$ cat config.mk
export PLATFORM = sky130hd
export DESIGN_NAME = isb_prefetch_sched_flat
export DESIGN_NICKNAME = d
export VERILOG_FILES = /design/src/rtl/isb_prefetch_sched_if.sv /design/src/rtl/isb_prefetch_sched.sv /design/src/flat_wrapper.sv
export SDC_FILE = /design/constraint.sdc
export NUM_CORES = 1
export LEC_CHECK = 0
export ABC_AREA = 1
export BUFFER_PORTS_ARGS = -buffer_cell sky130_fd_sc_hd__buf_2
export CAP_MARGIN = 20
export CELL_PAD_IN_SITES_DETAIL_PLACEMENT = 2
export CELL_PAD_IN_SITES_GLOBAL_PLACEMENT = 2
export CORE_MARGIN = 2
export CORE_UTILIZATION = 33
export DETAILED_ROUTE_END_ITERATION = 8
export HOLD_SLACK_MARGIN = 0.02
export PLACE_DENSITY = 0.79
export SLEW_MARGIN = 15
export SYNTH_ARGS = -nofsm -noshare
export SYNTH_HDL_FRONTEND = slang
export SYNTH_SLANG_ARGS = --single-unit
$ cat constraint.sdc
create_clock -name clk -period 3.1 [get_ports clk]
set_input_delay 0.31 -clock clk [delete_from_list [all_inputs] [get_ports clk]]
set_output_delay 0.31 -clock clk [all_outputs]
set_load 0.02 [all_outputs]
$ cat src/rtl/isb_prefetch_sched_if.sv
// Interface bundle for isb_prefetch_sched: prefetch candidates, demand access
// handshake and the shared memory request/response port.
//   master : isb + demand requester + memory model (drives inputs of the scheduler)
//   slave  : the scheduler itself
interface isb_prefetch_sched_if #(
  parameter int unsigned AW   = 16,
  parameter int unsigned CNTW = 8
);
  logic            pf_v;
  logic [AW-1:0]   pf_addr;
  logic            dem_v;
  logic [AW-1:0]   dem_addr;
  logic            dem_ready;
  logic            dem_done;
  logic            dem_hit;
  logic            mem_req_v;
  logic [AW-1:0]   mem_req_addr;
  logic            mem_req_pf;
  logic            mem_req_ready;
  logic            mem_resp_v;
  logic [CNTW-1:0] pf_drop_cnt;

  modport master (
    output pf_v, pf_addr, dem_v, dem_addr, mem_req_ready, mem_resp_v,
    input  dem_ready, dem_done, dem_hit, mem_req_v, mem_req_addr, mem_req_pf, pf_drop_cnt
  );

  modport slave (
    input  pf_v, pf_addr, dem_v, dem_addr, mem_req_ready, mem_resp_v,
    output dem_ready, dem_done, dem_hit, mem_req_v, mem_req_addr, mem_req_pf, pf_drop_cnt
  );
endinterface

$ cat src/rtl/isb_prefetch_sched.sv
// Prefetch/demand scheduler for the ISB. Prefetch candidates are parked in a
// small stream buffer and issued to memory only when no demand is waiting;
// demands that hit a prefetched line complete from the buffer. One memory
// request is outstanding at a time.
// Ports:
//   clk, rst_n : clock, synchronous active-low reset
//   bus        : slave side of isb_prefetch_sched_if (pf_*, dem_*, mem_*, pf_drop_cnt)
module isb_prefetch_sched #(
  parameter int unsigned DEPTH = 4,
  parameter int unsigned AW    = 16,
  parameter int unsigned CNTW  = 8
) (
  input logic                 clk,
  input logic                 rst_n,
  isb_prefetch_sched_if.slave bus
);
  localparam int unsigned IW = (DEPTH > 1) ? $clog2(DEPTH) : 1;

  typedef enum logic [2:0] {S_IDLE, S_DEM_REQ, S_DEM_WAIT, S_PF_REQ, S_PF_WAIT} state_t;
  typedef enum logic [1:0] {ST_PEND, ST_ISSUED, ST_READY} slot_st_t;

  state_t           state_q, state_d;
  logic [AW-1:0]    dem_addr_q, dem_addr_d;
  logic [IW-1:0]    pf_idx_q, pf_idx_d;
  logic [DEPTH-1:0] slot_vld_q, slot_vld_d;
  slot_st_t         slot_st_q [DEPTH];
  slot_st_t         slot_st_d [DEPTH];
  logic [AW-1:0]    slot_addr_q [DEPTH];
  logic [AW-1:0]    slot_addr_d [DEPTH];
  logic [CNTW-1:0]  drop_cnt_q, drop_cnt_d;

  logic            mem_req_v_q, mem_req_v_d;
  logic            mem_req_pf_q, mem_req_pf_d;
  logic [AW-1:0]   mem_req_addr_q, mem_req_addr_d;
  logic            dem_done_q, dem_done_d;
  logic            dem_hit_q, dem_hit_d;

  logic            dem_acc_c, hit_c, dup_c;
  logic            m_found, p_found, f_found, r_found;
  logic [IW-1:0]   m_idx, p_idx, f_idx, r_idx;

  // State and datapath registers
  always_ff @(posedge clk) begin
    if (!rst_n) begin
      state_q        <= S_IDLE;
      dem_addr_q     <= '0;
      pf_idx_q       <= '0;
      slot_vld_q     <= '0;
      drop_cnt_q     <= '0;
      mem_req_v_q    <= 1'b0;
      mem_req_pf_q   <= 1'b0;
      mem_req_addr_q <= '0;
      dem_done_q     <= 1'b0;
      dem_hit_q      <= 1'b0;
      for (int unsigned i = 0; i < DEPTH; i++) begin
        slot_st_q[IW'(i)]   <= ST_PEND;
        slot_addr_q[IW'(i)] <= '0;
      end
    end else begin
      state_q        <= state_d;
      dem_addr_q     <= dem_addr_d;
      pf_idx_q       <= pf_idx_d;
      slot_vld_q     <= slot_vld_d;
      drop_cnt_q     <= drop_cnt_d;
      mem_req_v_q    <= mem_req_v_d;
      mem_req_pf_q   <= mem_req_pf_d;
      mem_req_addr_q <= mem_req_addr_d;
      dem_done_q     <= dem_done_d;
      dem_hit_q      <= dem_hit_d;
      for (int unsigned i = 0; i < DEPTH; i++) begin
        slot_st_q[IW'(i)]   <= slot_st_d[IW'(i)];
        slot_addr_q[IW'(i)] <= slot_addr_d[IW'(i)];
      end
    end
  end

  // Next state, slot buffer updates and candidate insertion
  always_comb begin
    state_d     = state_q;
    dem_addr_d  = dem_addr_q;
    pf_idx_d    = pf_idx_q;
    slot_vld_d  = slot_vld_q;
    slot_st_d   = slot_st_q;
    slot_addr_d = slot_addr_q;
    drop_cnt_d  = drop_cnt_q;
    hit_c       = 1'b0;
    dup_c       = 1'b0;
    m_found = 1'b0; m_idx = '0;
    p_found = 1'b0; p_idx = '0;
    f_found = 1'b0; f_idx = '0;
    r_found = 1'b0; r_idx = '0;
    dem_acc_c = bus.dem_v && (state_q == S_IDLE);

    // Lookups all use slot state at the start of the cycle
    for (int unsigned i = 0; i < DEPTH; i++) begin
      if (slot_vld_q[IW'(i)] && (slot_addr_q[IW'(i)] == bus.dem_addr) && !m_found) begin
        m_found = 1'b1; m_idx = IW'(i);
      end
      if (slot_vld_q[IW'(i)] && (slot_st_q[IW'(i)] == ST_PEND) && !p_found) begin
        p_found = 1'b1; p_idx = IW'(i);
      end
      if (!slot_vld_q[IW'(i)] && !f_found) begin
        f_found = 1'b1; f_idx = IW'(i);
      end
      if (slot_vld_q[IW'(i)] && (slot_addr_q[IW'(i)] == bus.pf_addr)) dup_c = 1'b1;
    end

    case (state_q)
      S_IDLE: begin
        if (dem_acc_c) begin
          if (m_found && (slot_st_q[m_idx] == ST_READY)) begin
            slot_vld_d[m_idx] = 1'b0;
            hit_c             = 1'b1;
          end else begin
            // A pending candidate for the same line is promoted to the demand
            if (m_found && (slot_st_q[m_idx] == ST_PEND)) slot_vld_d[m_idx] = 1'b0;
            dem_addr_d = bus.dem_addr;
            state_d    = S_DEM_REQ;
          end
        end else if (p_found) begin
          pf_idx_d = p_idx;
          state_d  = S_PF_REQ;
        end
      end
      S_DEM_REQ:  if (bus.mem_req_ready) state_d = S_DEM_WAIT;
      S_DEM_WAIT: if (bus.mem_resp_v)    state_d = S_IDLE;
      S_PF_REQ: begin
        if (bus.mem_req_ready) begin
          slot_st_d[pf_idx_q] = ST_ISSUED;
          state_d             = S_PF_WAIT;
        end
      end
      S_PF_WAIT: begin
        if (bus.mem_resp_v) begin
          slot_st_d[pf_idx_q] = ST_READY;
          state_d             = S_IDLE;
        end
      end
      default: state_d = S_IDLE;
    endcase

    // Replacement victim: lowest READY slot, excluding one being freed by a hit
    for (int unsigned i = 0; i < DEPTH; i++) begin
      if (slot_vld_q[IW'(i)] && (slot_st_q[IW'(i)] == ST_READY) &&
          !(hit_c && (m_idx == IW'(i))) && !r_found) begin
        r_found = 1'b1; r_idx = IW'(i);
      end
    end

    if (bus.pf_v) begin
      if (((state_q == S_DEM_REQ) || (state_q == S_DEM_WAIT)) && (bus.pf_addr == dem_addr_q))
        dup_c = 1'b1;
      if (dem_acc_c && (bus.pf_addr == bus.dem_addr)) dup_c = 1'b1;
      if (!dup_c) begin
        if (f_found) begin
          slot_vld_d[f_idx]  = 1'b1;
          slot_st_d[f_idx]   = ST_PEND;
          slot_addr_d[f_idx] = bus.pf_addr;
        end else if (r_found) begin
          slot_st_d[r_idx]   = ST_PEND;
          slot_addr_d[r_idx] = bus.pf_addr;
        end else if (drop_cnt_q != {CNTW{1'b1}}) begin
          drop_cnt_d = drop_cnt_q + CNTW'(1);
        end
      end
    end
  end

  // Registered outputs derived from the upcoming state
  always_comb begin
    mem_req_v_d    = (state_d == S_DEM_REQ) || (state_d == S_PF_REQ);
    mem_req_pf_d   = (state_d == S_PF_REQ);
    mem_req_addr_d = '0;
    if (state_d == S_DEM_REQ)     mem_req_addr_d = dem_addr_d;
    else if (state_d == S_PF_REQ) mem_req_addr_d = slot_addr_q[pf_idx_d];
    dem_done_d = hit_c || ((state_q == S_DEM_WAIT) && bus.mem_resp_v);
    dem_hit_d  = hit_c;
  end

  assign bus.dem_ready    = (state_q == S_IDLE);
  assign bus.dem_done     = dem_done_q;
  assign bus.dem_hit      = dem_hit_q;
  assign bus.mem_req_v    = mem_req_v_q;
  assign bus.mem_req_pf   = mem_req_pf_q;
  assign bus.mem_req_addr = mem_req_addr_q;
  assign bus.pf_drop_cnt  = drop_cnt_q;
endmodule
$ cat src/flat_wrapper.sv
// flat-port wrapper written by rule: the top's interface ports become plain ports
module isb_prefetch_sched_flat 
#(
  parameter int unsigned DEPTH = 4,
  parameter int unsigned AW    = 16,
  parameter int unsigned CNTW  = 8
)
  (clk, rst_n, bus_pf_v, bus_pf_addr, bus_dem_v, bus_dem_addr, bus_mem_req_ready, bus_mem_resp_v, bus_dem_ready, bus_dem_done, bus_dem_hit, bus_mem_req_v, bus_mem_req_addr, bus_mem_req_pf, bus_pf_drop_cnt);
  isb_prefetch_sched_if #(.AW(AW), .CNTW(CNTW)) bus_i ();
  input logic clk;
  input logic rst_n;
  input wire logic [$bits(bus_i.pf_v)-1:0] bus_pf_v;
  input wire logic [$bits(bus_i.pf_addr)-1:0] bus_pf_addr;
  input wire logic [$bits(bus_i.dem_v)-1:0] bus_dem_v;
  input wire logic [$bits(bus_i.dem_addr)-1:0] bus_dem_addr;
  input wire logic [$bits(bus_i.mem_req_ready)-1:0] bus_mem_req_ready;
  input wire logic [$bits(bus_i.mem_resp_v)-1:0] bus_mem_resp_v;
  output wire logic [$bits(bus_i.dem_ready)-1:0] bus_dem_ready;
  output wire logic [$bits(bus_i.dem_done)-1:0] bus_dem_done;
  output wire logic [$bits(bus_i.dem_hit)-1:0] bus_dem_hit;
  output wire logic [$bits(bus_i.mem_req_v)-1:0] bus_mem_req_v;
  output wire logic [$bits(bus_i.mem_req_addr)-1:0] bus_mem_req_addr;
  output wire logic [$bits(bus_i.mem_req_pf)-1:0] bus_mem_req_pf;
  output wire logic [$bits(bus_i.pf_drop_cnt)-1:0] bus_pf_drop_cnt;
  assign bus_i.pf_v = bus_pf_v;
  assign bus_i.pf_addr = bus_pf_addr;
  assign bus_i.dem_v = bus_dem_v;
  assign bus_i.dem_addr = bus_dem_addr;
  assign bus_i.mem_req_ready = bus_mem_req_ready;
  assign bus_i.mem_resp_v = bus_mem_resp_v;
  assign bus_dem_ready = bus_i.dem_ready;
  assign bus_dem_done = bus_i.dem_done;
  assign bus_dem_hit = bus_i.dem_hit;
  assign bus_mem_req_v = bus_i.mem_req_v;
  assign bus_mem_req_addr = bus_i.mem_req_addr;
  assign bus_mem_req_pf = bus_i.mem_req_pf;
  assign bus_pf_drop_cnt = bus_i.pf_drop_cnt;
  isb_prefetch_sched #(.DEPTH(DEPTH), .AW(AW), .CNTW(CNTW)) u_core (.clk(clk), .rst_n(rst_n), .bus(bus_i));
endmodule
; ---- Yosys cells after proc, flatten, opt, wreduce, memory -nomap -nowiden
; Cells that the tools add are included.
[totals]
elab_cells = 247
input_bits = 38
ff_bits = 125
[op_classes]
bitwise = 21
order_cmp = 12
mux = 91
eq_ne = 25
n_reduce_logical = 79
add_sub_neg = 1
[op_table]
columns = cell, n
row1 = $eq A16 B16 Y1, 10
row2 = $mux W16, 9
row3 = $bwmux W64, 2
row4 = $mux W64, 2
row5 = $demux W16 S2, 2
row6 = $mux W8, 6
row7 = $logic_and A1 B1 Y1, 47
row8 = $bmux W16 S2, 1
row9 = $mux W1, 32
row10 = $mux W2, 16
row11 = $mux W4, 7
row12 = $logic_not A1 Y1, 18
row13 = $mux W3, 6
row14 = $and A8 B8 Y8, 2
row15 = $not A8 Y8, 2
row16 = $pmux W8 S2, 1
row17 = $ge A3 B3 Y1 const B, 5
row18 = $not A2 Y3, 5
row19 = $eq A2 B2 Y1 const B, 7
row20 = $and A4 B4 Y4, 3
row21 = $demux W2 S2, 3
row22 = $logic_not A2 Y1, 6
row23 = $not A4 Y4, 3
row24 = $or A4 B4 Y4, 3
row25 = 19 further kinds, 31

; ---- Logic depth before layout (Yosys ltp)
[logic_depth]
word_depth = 45
mapped_depth = 26
depth_no_buf = 24

; ---- Least setup slack after synthesis
; Ideal clock, no wire load.
[synth_timing]
path_kind = in2reg
start = input bus_dem_addr[5]
end = register u_core.slot_addr_q[45] in the netlist's numbering
t_arrival_ns = 2.546
slack_ns = 0.442
stages = 25
setup_time_ns = 0.112
cell_sequence = buf_2 > inv_2 > nand2_1 > nand2_1 > nor2_1 > nand2_1 > nor2_1 > nand2_1 > nor2_1 > nand2_1 > nand2_1 > nand2_1 > nand3_1 > nand3_4 > nor2_4 > nand2_1 > nand2_2 > nand3_4 > nor2_8 > nor2_4 > and2_1 > buf_4 > buf_6 > nor2_1 > nor2_1
[synth_between]
elab_chain_cells = 42
[synth_rtl]
columns = element, line_no
row1 = from (decl), flat_wrapper.sv:15  ; input wire logic [$bits(bus_i.dem_addr)-1:0] bus_dem_addr;
row2 = $eq A16 B16 Y1, isb_prefetch_sched.sv:96  ; if (slot_vld_q[IW'(i)] && (slot_addr_q[IW'(i)] == bus.dem_addr) && !m_found) begin
row3 = $logic_and A1 B1 Y1, isb_prefetch_sched.sv:96
row4 = $mux W1, isb_prefetch_sched.sv:96
row5 = $logic_not A1 Y1, isb_prefetch_sched.sv:96
row6 = $logic_and A1 B1 Y1, isb_prefetch_sched.sv:96
row7 = $mux W1, isb_prefetch_sched.sv:96
row8 = $logic_not A1 Y1, isb_prefetch_sched.sv:96
row9 = $logic_and A1 B1 Y1, isb_prefetch_sched.sv:96
row10 = [26 not listed], -
row11 = $not A2 Y3 (not written as such), isb_prefetch_sched.sv:161  ; slot_addr_d[r_idx] = bus.pf_addr;
row12 = $ge A3 B3 Y1 (not written as such) / $lt A3 B1 Y1 (equally long branches), isb_prefetch_sched.sv:161
row13 = $logic_and A1 B1 Y1 (not written as such), isb_prefetch_sched.sv:161
row14 = $mux W16 (not written as such), isb_prefetch_sched.sv:161
row15 = $demux W16 S2, isb_prefetch_sched.sv:161
row16 = $bwmux W64, isb_prefetch_sched.sv:161
row17 = $mux W64, isb_prefetch_sched.sv:159  ; end else if (r_found) begin
row18 = $mux W64, isb_prefetch_sched.sv:155  ; if (f_found) begin
row19 = "to (signal, indexed assignment)", isb_prefetch_sched.sv:72  ; slot_addr_q[IW'(i)] <= slot_addr_d[IW'(i)];
row20 = to (decl), isb_prefetch_sched.sv:28  ; logic [AW-1:0] slot_addr_q [DEPTH];
; Several ways; a longest one is shown, not always the timed one. The select of a mux whose other input is x is not followed.
; A chain may end at the register's enable or synchronous reset.

; ---- Final worst setup path
[layout_timing]
start = register u_core.slot_addr_q[30] in the netlist's numbering
end = register u_core.slot_addr_q[45] in the netlist's numbering
[layout_between]
elab_chain_cells = 37
[layout_rtl]
columns = element, line_no
row1 = $eq A16 B16 Y1, isb_prefetch_sched.sv:96
row2 = $logic_and A1 B1 Y1 (2 in series), isb_prefetch_sched.sv:96
row3 = $mux W1, isb_prefetch_sched.sv:96
row4 = $logic_not A1 Y1, isb_prefetch_sched.sv:96
row5 = $logic_and A1 B1 Y1, isb_prefetch_sched.sv:96
row6 = $mux W2, isb_prefetch_sched.sv:96
row7 = $not A2 Y3 (not written as such), isb_prefetch_sched.sv:111  ; if (m_found && (slot_st_q[m_idx] == ST_READY)) begin
row8 = $bmux W2 S2, isb_prefetch_sched.sv:111
row9 = [20 not listed], -
row10 = $not A2 Y3 (not written as such), isb_prefetch_sched.sv:161
row11 = $ge A3 B3 Y1 (not written as such) / $lt A3 B1 Y1 (equally long branches), isb_prefetch_sched.sv:161
row12 = $logic_and A1 B1 Y1 (not written as such), isb_prefetch_sched.sv:161
row13 = $mux W16 (not written as such), isb_prefetch_sched.sv:161
row14 = $demux W16 S2, isb_prefetch_sched.sv:161
row15 = $bwmux W64, isb_prefetch_sched.sv:161
row16 = $mux W64, isb_prefetch_sched.sv:159
row17 = $mux W64, isb_prefetch_sched.sv:155
; Several ways; a longest one is shown, not always the timed one. The select of a mux whose other input is x is not followed.

==> flow_summary.toml <==
[final_layout]
mostFrequentLayoutCells = "nand2_1 (313), nor2_1 (206), buf_4 (148)"
drive_above_1_share_pct = 35.9
diodes = 0
area_growth_pct = 44.5
layout.cells.non_filler = 1989
final_nets = 1680
final_common_cell = "nand2_1"
final_util_pct = 48.4

[global_routing]
grt_pass1_wl_mm = 82.2
grt_pass1_vias = 12600
overflow = 0
track_usage_pct = 39.5
grt_max_degree = 49
antenna_found_initial = 1

[yosys]
synth_nets = 1474
synth_edf_count = 0
ys_seq_area_share_pct = 28.9
yosysUniqueCellTypes = 50
synth.avg_cell_area_um2 = 6.04
syn-cell-area_mm2 = 0.00867
async_flop_share_pct = 0
yosys_warnings = 0
synth_flop_cell = "dfxtp_1"
syn-instance-count = 1435
ys_ff_latch = 125

[timing]
rsz0062_at_grt = "true"
worst_slack_ns = -0.608
tns_ns = -43.35
final-hold-violation-count = 0
layout_min_cycle_time_ns = 3.71
fmax_mhz = 270
tightest_slew_ns = 0.801
skew_ns = 0.0144
report.final.slew_viol_count = 0
finalSetupViolCount = 115
max-slew-margin-rel_pct = 46.1
period_share_pct = 120

[clock_network]
cts_root_buffer = "clkbuf_16"
cts-htree-levels = 4
clock_sinks = 125
cts_tree = "built"
path_clk_slew_ns = 0.06
cts_max_path_buffers = 2
cts_buffers = 17
clk_latency_ns = 0.47

[die]
initial_core_util_pct = 33.5
fp.dieArea_mm2 = 0.0276
core-area_mm2 = 0.0259
rows = 59
die_w_um = 166
die_h_um = 166
ios = 67

[status]
violations = "negative setup slack"
status = "finished, violations left"

[drt]
drt-total-wl_mm = 69.3
ant_nets = 0
drtIter0Drc = 1517
vias = 12800
vias_per_cell = 6.46
drcViolationCount = 0
firstDrtPassIters = 7
wl_per_cell_um = 34.8

[power_and_ir_drop]
power.leakage_nw = 5.59
pwr_density_cell_mw_per_mm2 = 484
vdd_drop_max_mv = 0.437

[place]
dp_cells = 1914
numPortBuffers = 66
gp_congestion = 1.03
dp_hpwl_mm = 37.2

[setup_path]
cp.arrival_ns = 4.08
crit_type = "flip-flop to flip-flop"
crit_path_max_fanout = 6
cp.required_ns = 3.47
startpoint_type = "flip-flop"
endpoint_kind = "flip-flop"

[hold_path]
worst_hold_path_type = "input port to flip-flop"

[flow_run]
cap_violations = 0
## layer usage
metal | up-vias | part of all wire (%) | GRT usage [%]
met3 | 432 | 9.6 | 9.70
met4 | 0 | 9.0 | 21.8
met1 | 6406 | 37 | 47.6
met5 | - | 0 | 0
li1 | 5021 | - | -
met2 | 981 | 44 | 64.6
## cells by family (layout without fill, tap and decap cells)
kind of cell,after synthesis,in the layout,share of synthesized area (%)
buffers and inverters,225,444,10.5
xor gates and xnor gates,45,45,4.54
and+or+nand+nor,838,838,41.5
AOI/OAI and AO/OA,201,201,14.4
DFF,125,125,28.9
adders and majority gates,1,1,0.144
## state kept, by name (all words and copies together), names as in the netlist, 2 cells and up
signal	cells
u_core.slot_addr_q	64
u_core.bus.mem_req_addr	16
u_core.dem_addr_q	16
u_core.bus.pf_drop_cnt	8
u_core.slot_st_q	8
u_core.slot_vld_q	4
u_core.state_q	3
u_core.pf_idx_q	2
## critical path, stage by stage, from the launching register on
cell and delay [ns]:
dfxtp_2 0.44, inv_1 0.10, o21ai_0 0.32, nor2_1 0.15, nand2_1 0.16, nor2_2 0.06
nand3_2 0.13, nand2_4 0.11, a21oi_4 0.27, nand3_4 0.18, nand3_4 0.16, nor2_4 0.06
buf_12 0.13, a21oi_4 0.26, a21oi_4 0.13, buf_6 0.15, nor2_4 0.13, and2_4 0.25
buf_12 0.19, nor2_2 0.04, nor2_1 0.16
## Yosys cell counts (3+ instances only)
master	n	share of area (%)
nand3_4	3	0.61
o21ai_0	73	4.2
nor3_1	14	0.81
nor4_1	11	0.79
xnor2_1	23	2.3
nor2_2	12	0.87
o22ai_1	37	2.7
or2_2	3	0.22
a31oi_1	3	0.22
nor2_1	280	12
buf_1	3	0.13
and3_1	5	0.36
o21ai_1	7	0.40
a32o_1	16	1.8
nand2_2	6	0.43
nand3_2	7	0.81
a221oi_1	6	0.61
dfxtp_1	125	29
nand3b_1	5	0.43
nand3_1	91	5.3
xor2_1	22	2.2
nor2_4	6	0.78
inv_1	129	5.6
inv_2	22	0.95
o2111ai_1	4	0.40
buf_2	20	1.2
buf_4	5	0.43
nand4_1	19	1.4
clkbuf_1	35	1.5
clkinv_1	8	0.35
and2_1	3	0.22
nand2_1	369	16
a21oi_1	42	2.4
## stage by stage
stage	power [mW]	area, um2	setup WS (ns)	hold WS [ns]
global placement	3.16	10400	-0.109	0.483
global route	6.14	12500	-0.657	0.173
floorplan	2.54	8670	0.442	0.457
CTS	5.64	11300	-0.000788	0.159
detailed placement	3.22	10400	-0.313	0.512
finish	6.07	12500	-0.608	0.144
## worst paths after layout
check,cells after the start,slack (ns),start,endpoint
worst min register to register,2,0.55,u_core.slot_addr_q[7],u_core.slot_addr_q[7]
worst max-delay path,20,-0.61,u_core.slot_addr_q[30],u_core.slot_addr_q[45]
worst max register to register,20,-0.61,u_core.slot_addr_q[30],u_core.slot_addr_q[45]
worst min-delay path,3,0.14,bus_mem_resp_v,u_core.bus.dem_done
## power by group
part           switching (mW)  internal (mW)  leakage, nW  total, mW
Combinational            1.24          0.554         4.23       1.79
Sequential              0.114           1.70         1.05       1.82
Clock                   0.984           1.48        0.312       2.46
## timing repair
| action | 4_1_cts | 5_1_grt |
|---|---|---|
| setup endpoints to repair | 95 | 98 |
| hold buffers | 0 | 0 |
| gates resized for setup | 76 | 266 |
| pin swaps | 22 | 70 |
| buffers inserted | 10 | 28 |
| cloned | 0 | 8 |
## area by class of cell
| cell class | instances | area, um2 |
|---|---|---|
| Timing Repair Buffer | 253 | 2130 |
| Tap cell | 335 | 419 |
| Multi-Input combinational cell | 1085 | 6100 |
| Clock inverter | 13 | 211 |
| Sequential cell | 125 | 2620 |
| Clock buffer | 19 | 453 |
| Fill cell | 3019 | 13400 |
| Inverter | 159 | 603 |
No activity file was read; power rests on OpenSTA's default activity.
